$ cat src/rtl/drop_sequencer.sv
// ============================================================================
// drop_sequencer : spawn / fall / collision-check / lock / line-clear sequencer
//                  for the active piece. Sole owner of the checker Enable.
// Revision       : 1.0
// ============================================================================
`default_nettype none

module drop_sequencer #(
    parameter int SPAWN_X     = 6,
    parameter int FLOOR_Y     = 16,
    parameter int SOFT_PERIOD = 4
) (
    input  logic       Clock,
    input  logic       Resetn,
    input  logic       start,
    input  logic       gravityTick,
    input  logic       softDrop,
    input  logic [3:0] nextBlock,
    input  logic       canMove,
    input  logic       clearDone,
    output logic       checkEn,
    output logic [3:0] currentBlock,
    output logic [3:0] XPOS,
    output logic [4:0] YPOS,
    output logic       lockPiece,
    output logic       clearReq,
    output logic       gameOver,
    output logic [7:0] pieceCount
);

    localparam int CNT_W = (SOFT_PERIOD > 2) ? $clog2(SOFT_PERIOD) : 1;

    localparam logic [CNT_W-1:0] c_soft_last = CNT_W'(SOFT_PERIOD - 1);
    localparam logic [3:0]       c_spawn_x   = 4'(SPAWN_X);
    localparam logic [4:0]       c_floor_y   = 5'(FLOOR_Y);

    typedef enum logic [2:0] {
        S_IDLE   = 3'd0,
        S_SPAWN  = 3'd1,
        S_FALL   = 3'd2,
        S_CHECK  = 3'd3,
        S_RESULT = 3'd4,
        S_LOCK   = 3'd5,
        S_CLEAR  = 3'd6,
        S_OVER   = 3'd7
    } state_t;

    state_t           state_q;
    logic [CNT_W-1:0] drop_cnt_q;
    logic             check_en_q;
    logic [3:0]       block_q;
    logic [3:0]       xpos_q;
    logic [4:0]       ypos_q;
    logic             lock_q;
    logic             clear_req_q;
    logic             game_over_q;
    logic [7:0]       piece_cnt_q;
    logic             w_fall_req;

    // A gravity tick and a soft-drop step in the same cycle collapse into one request.
    assign w_fall_req = gravityTick | (softDrop & (drop_cnt_q == c_soft_last));

    always_ff @(posedge Clock) begin
        if (!Resetn) begin
            state_q     <= S_IDLE;
            drop_cnt_q  <= '0;
            check_en_q  <= 1'b0;
            block_q     <= 4'd0;
            xpos_q      <= c_spawn_x;
            ypos_q      <= 5'd0;
            lock_q      <= 1'b0;
            clear_req_q <= 1'b0;
            game_over_q <= 1'b0;
            piece_cnt_q <= 8'd0;
        end else begin
            case (state_q)
                S_IDLE: begin
                    if (start) begin
                        piece_cnt_q <= 8'd0;
                        state_q     <= S_SPAWN;
                    end
                end
                S_SPAWN: begin
                    block_q    <= (nextBlock == 4'd15) ? 4'd0 : nextBlock;
                    xpos_q     <= c_spawn_x;
                    ypos_q     <= 5'd0;
                    drop_cnt_q <= '0;
                    state_q    <= S_FALL;
                end
                S_FALL: begin
                    if (!softDrop) begin
                        drop_cnt_q <= '0;
                    end else if (drop_cnt_q == c_soft_last) begin
                        drop_cnt_q <= '0;
                    end else begin
                        drop_cnt_q <= drop_cnt_q + 1'b1;
                    end
                    // The checker indexes row YPOS+4, so it must never be enabled at the floor.
                    if (w_fall_req) begin
                        if (ypos_q == c_floor_y) begin
                            lock_q  <= 1'b1;
                            state_q <= S_LOCK;
                        end else begin
                            check_en_q <= 1'b1;
                            state_q    <= S_CHECK;
                        end
                    end
                end
                S_CHECK: begin
                    check_en_q <= 1'b0;
                    state_q    <= S_RESULT;
                end
                S_RESULT: begin
                    if (canMove) begin
                        ypos_q     <= ypos_q + 5'd1;
                        drop_cnt_q <= '0;
                        state_q    <= S_FALL;
                    end else begin
                        lock_q  <= 1'b1;
                        state_q <= S_LOCK;
                    end
                end
                S_LOCK: begin
                    lock_q      <= 1'b0;
                    piece_cnt_q <= piece_cnt_q + 8'd1;
                    if (ypos_q == 5'd0) begin
                        game_over_q <= 1'b1;
                        state_q     <= S_OVER;
                    end else begin
                        clear_req_q <= 1'b1;
                        state_q     <= S_CLEAR;
                    end
                end
                S_CLEAR: begin
                    if (clearDone) begin
                        clear_req_q <= 1'b0;
                        state_q     <= S_SPAWN;
                    end
                end
                S_OVER: begin
                    if (start) begin
                        game_over_q <= 1'b0;
                        piece_cnt_q <= 8'd0;
                        state_q     <= S_SPAWN;
                    end
                end
                default: state_q <= S_IDLE;
            endcase
        end
    end

    assign checkEn      = check_en_q;
    assign currentBlock = block_q;
    assign XPOS         = xpos_q;
    assign YPOS         = ypos_q;
    assign lockPiece    = lock_q;
    assign clearReq     = clear_req_q;
    assign gameOver     = game_over_q;
    assign pieceCount   = piece_cnt_q;

endmodule

`default_nettype wire

$ cat config.mk
export PLATFORM = sky130hd
export DESIGN_NAME = drop_sequencer
export DESIGN_NICKNAME = d
export VERILOG_FILES = /design/src/rtl/drop_sequencer.sv
export SDC_FILE = /design/constraint.sdc
export NUM_CORES = 1
export LEC_CHECK = 0
export CORE_MARGIN = 4
export CORE_UTILIZATION = 49
export DETAILED_ROUTE_END_ITERATION = 10
export PLACE_DENSITY = 0.79
export SLEW_MARGIN = 20
export SYNTH_ARGS = -nofsm -noshare
export SYNTH_HDL_FRONTEND = slang
export SYNTH_SLANG_ARGS = --single-unit
$ cat constraint.sdc
create_clock -name Clock -period 1.9 [get_ports Clock]
set_clock_uncertainty 0.05 [all_clocks]
set_input_delay 0.38 -clock Clock [delete_from_list [all_inputs] [get_ports Clock]]
set_output_delay 0.38 -clock Clock [all_outputs]
set_load 0.005 [all_outputs]
### Word level (Yosys, flattened, before mapping)

Cells that the tools add are included.

| storage, ports and cells | value |
|---|---|
| flip-flop bits (word level) | 26 |
| logic and storage cells | 81 |
| memories | 0 |
| ROM bits | 0 |
| bits in latches | 0 |
| input port bits | 11 |
| output and inout port bits | 25 |
| memory bits (writable) | 0 |

| operators by class | value |
|---|---|
| multiply operators | 0 |
| magnitude comparators | 0 |
| reductions and logical operators | 18 |
| equal/unequal tests | 20 |
| bitwise logic cells | 2 |
| divide/modulo/power cells | 0 |
| shifts and indexed selects | 0 |
| add/subtract/negate cells | 3 |
| mux-type cells | 29 |

Operators with widths:

| kind | count |
|---|---|
| 3-bit case mux with 7 select lines | 1 |
| 2-bit inequality test (second input constant) | 9 |
| 8-bit case mux with 2 select lines | 1 |
| 3-bit 2-to-1 mux | 5 |
| 3-bit == test (second input constant) | 4 |
| 3-bit AND reduction | 4 |
| 1-bit 2-to-1 mux | 10 |
| 5-bit case mux with 2 select lines | 1 |
| 2-bit nonzero test | 5 |
| 8-bit by 1-bit adder with 8-bit output (second input constant) | 1 |
| 8-bit 2-to-1 mux | 1 |
| 3-bit by 2-bit == test with 1-bit output (second input constant) | 2 |
| 2-bit 2-to-1 mux | 3 |
| 1-bit case mux with 2 select lines | 3 |
| 2-bit case mux with 3 select lines | 1 |
| 2-bit AND reduction | 3 |
| 3-bit nonzero test | 2 |
| 5-bit by 1-bit adder with 5-bit output (second input constant) | 1 |
| 5-bit == test (second input constant) | 1 |
| 5-bit zero test | 1 |
| 5-bit 2-to-1 mux | 1 |
| 4-bit == test (second input constant) | 1 |
| 4-bit 2-to-1 mux | 1 |
| 4-bit AND reduction | 1 |
| other kinds (9) | 9 |

### Longest topological paths before layout

| depth | value |
|---|---|
| depth after elaboration | 5 |
| depth in mapped cells | 6 |
| mapped depth without buffers | 6 |

### Least setup slack after synthesis

OpenSTA, ideal clock, no wires.

| timing path | value |
|---|---|
| kind | reg-to-reg |
| start | register ypos_q[0] (netlist: YPOS[0]) |
| end | register state_q[0] |
| buffers on the path | 0 |
| stages on the path, launching flop included | 7 |
| arrival | 1.444 ns |
| data required time | 1.774 ns |
| slack | 0.330 ns |
| period minus slack after synthesis | 1.570 ns |
| library setup time | 0.076 ns |
| cells stage by stage | dfxtp_1 > inv_1 > ha_1 > nor4b_1 > nor3b_1 > a311o_1 > o22ai_1 |

| on the way | value |
|---|---|
| longest elaborated chain between the ends | 3 |

RTL lines:

| item | line | source |
|---|---|---|
| start, declared | 53 | `logic [4:0] ypos_q;` |
| start signal, assigned | 115 | `ypos_q <= ypos_q + 5'd1;` |
| 5-bit zero test | 126 | `if (ypos_q == 5'd0) begin` |
| 1-bit 2-to-1 mux | 126 |  |
| 3-bit case mux with 7 select lines | 76 | `case (state_q)` |
| end signal, assigned | 80 | `state_q <= S_SPAWN;` |
| end signal, assigned | 128 | `state_q <= S_OVER;` |
| end signal, assigned | 131 | `state_q <= S_CLEAR;` |
| end, declared | 48 | `state_t state_q;` |

Every way passes these cells.
A chain may end at the register's enable or synchronous reset.

### Worst setup path in the final report

| timing path | value |
|---|---|
| start | register ypos_q[2] (netlist: YPOS[2]) |
| end | output YPOS[2] |

RTL lines:

| item | line | source |
|---|---|---|
| end, declared | 24 | `output logic [4:0] YPOS,` |

No word-level cell between the ends.

==> results by group <==
GRT
  • Initial antenna violation count: 0
  • Pin count of the biggest net entering global routing: 16
  • GRT Residual Overflow: 0
  • Vias in the first global route: 1,343
  • Total GRT Usage: 0.184
  • First-pass GRT wire length: 6.02 mm

Yosys
  • Average size of a mapped cell: 8.70 um2
  • Synth area leaders: dfxtp_1, nor2_1, a22oi_1
  • Synth async-reset ratio: 0
  • Seq/Total Area, Yosys: 0.352
  • Post-synth top area share: 0.352
  • Synth area leader: dfxtp_1
  • Mapped cell area: 1480 um2
  • Synth Flop Type: dfxtp_1
  • Post-synth cell types: 52
  • Synth Register Bits: 26
  • Yosys Warn Count: 0
  • Number of enable flip-flop cells after synthesis: 0
  • Mapped Cells: 170

Place
  • Post-DP HPWL: 2.68 mm
  • Port bufs: 31
  • Dpl cells: 231
  • Pre-CTS WS: -0.0323 ns
  • DP Area: 1840 um2
  • GPL Wtd Cong: 0.799

Clock network
  • Hold buffers post-CTS: 0
  • H-tree Lvls: 1
  • Clk root buf: clkbuf_4
  • Cts bufs inserted: 3
  • Clk buf depth: 2
  • Postcts setup bufs: 0
  • Worst-Skew Late Latency: 0.33 ns
  • Post-CTS sizing: 0
  • Total clock sinks: 26
  • Clock edge transition at the registers on the reported setup and hold paths: 0.14 ns
  • TritonCTS clock tree: built

Critical path
  • FF-to-FF path depth: 4
  • CP Launch Type: flip-flop
  • Arr. time, crit path: 1.36 ns
  • Setup crit end kind: output port
  • Worst path slowest cell: clkdlybuf4s50_1
  • Worst path cell trace: clkdlybuf4s50_1
  • CP Class: flip-flop to output port
  • Critical path peak fanout: 8
  • CP max stage delay: 0.55 ns
  • CP delay by family, top: buffers and inverters
  • Worst path required time: 1.47 ns
  • CP Buf/Inv Count: 1
  • Instance count on the critical path: 1

Job
  • Total of max-cap violations: 0

Cells and area
  • Area delta synth->final: 28.1%
  • Layout cell share with drive strength beyond 1: 0.103
  • Finished Cell Area: 1890 um2
  • Final Core Density: 0.670
  • ANT cells: 0
  • Final Net Count: 220
  • Finished Layout Cells: 235

Floorplan
  • Die area: 3960 um2
  • Die width: 62.9 um
  • IO Count: 36
  • Row count: 19
  • Initial Utilization: 0.523
  • Core box area: 2830 um2
  • Die Y-Extent: 62.9 um

STA
  • RSZ-0062 raised after global routing: false
  • Final Cycle Share: 0.943
  • Worst Setup Slack, final: 0.109 ns
  • Max-slew violations: 0
  • Final Hold Vio Count: 0
  • Final min period: 1.79 ns
  • Setup violators final: 0
  • Max frequency: 558 MHz

Drt
  • Routed len/inst: 14.8 um
  • DRT Pass-1 Iters: 4
  • Vias per cell: 5.82
  • Final WL: 3.47 mm
  • Residual DRC: 0
  • Via Count: 1,367
  • Initial drt markers: 88
  • ANT nets after route: 0

Power
  • Power Dens Cells: 765 nW/um2
  • Leakage: 0.000734 uW
  • Max VDD drop: 0.510 mV

Min path
  • Hold Path Stages: 2
  • Min-Delay Path Class: flip-flop to flip-flop

Status
  • Status: complete, no violations
[final timing paths]
kind / to / start / slack (ns)
min reg2reg: lockPiece / lockPiece / 0.47
max: YPOS[2] / YPOS[2] / 0.11
max reg2reg: pieceCount[7] / state_q[0] / 0.11
min: lockPiece / lockPiece / 0.47
[power breakdown]
part | leakage [uW] | internal [uW] | switching [uW]
Combinational | 0.000495 | 212 | 216
Clock | 0.0000279 | 213 | 171
Sequential | 0.000211 | 584 | 52.3
Total | 0.000734 | 1010 | 440
[registers in the layout, summed over array words and instances, names as in the netlist]
signal        flops
checkEn           1
lockPiece         1
drop_cnt_q        2
YPOS              5
gameOver          1
currentBlock      4
state_q           3
pieceCount        8
clearReq          1
[cell type report]
type,instances,area [um2]
Multi-Input combinational cell,127,866
Inverter,4,15.0
Sequential cell,26,522
Timing Repair Buffer,43,400
Clock buffer,3,22.5
Fill cell,247,935
Clock inverter,1,30.0
Tap cell,31,38.8
[synth_stat cells (3+ instances only)]
| library cell | n |
|---|---|
| dfxtp_1 | 26 |
| nor2_1 | 22 |
| nand2_1 | 8 |
| a22oi_1 | 7 |
| nand3_1 | 7 |
| a21oi_1 | 6 |
| buf_2 | 5 |
| buf_4 | 4 |
| clkbuf_1 | 4 |
| ha_1 | 4 |
| inv_1 | 4 |
| xor2_1 | 4 |
| a211oi_1 | 3 |
| and3_1 | 3 |
| mux2i_1 | 3 |
| nor2b_1 | 3 |
| o21ai_0 | 3 |
| o22ai_1 | 3 |
| o31ai_1 | 3 |
| xnor2_1 | 3 |
[per-stage QoR]
stage               hold WS [ns]  TNS (ns)  power [uW]
finish                     0.474         0        1450
global route               0.499         0        1520
CTS                        0.481         0        1450
detailed placement         0.456   -0.0665        1070
global placement           0.454         0        1050
floorplan                  0.449         0         919
[metal layers]
layer  wire length (um)  GRT usage
met2               1590      0.310
met3                238     0.0396
met4                 37     0.0606
met1               1600      0.231
met5                  0          0
[cells by family (layout without fill, tap and decap cells)]
logic type / count (synthesis) / count (layout) / synth area share
mux: 3 / 3 / 0.0203
xor+xnor: 7 / 7 / 0.0415
buf+inv: 19 / 51 / 0.0677
other cells: 2 / 4 / 0.00508
fa+ha+maj: 4 / 4 / 0.0338
simple gates: 69 / 69 / 0.271
compound gates: 40 / 40 / 0.209
flops: 26 / 26 / 0.352
[placed cells by master, fill, tap and decap left out, types with 4 or more instances in the layout]
master           count
nor2_1              22
a21oi_1              6
clkdlybuf4s50_1     31
xor2_1               4
a22oi_1              7
ha_1                 4
buf_4               12
nand3_1              7
conb_1               4
nand2_1              8
inv_1                4
dfxtp_1             25
[worst min-delay path, delay by kind of cell (launching register included)]
family	cells	cell delay, ns
flops	1	0.34
compound gates	1	0.11
simple gates	1	0.05
Note: power is estimated with default switching activity, not from simulation.
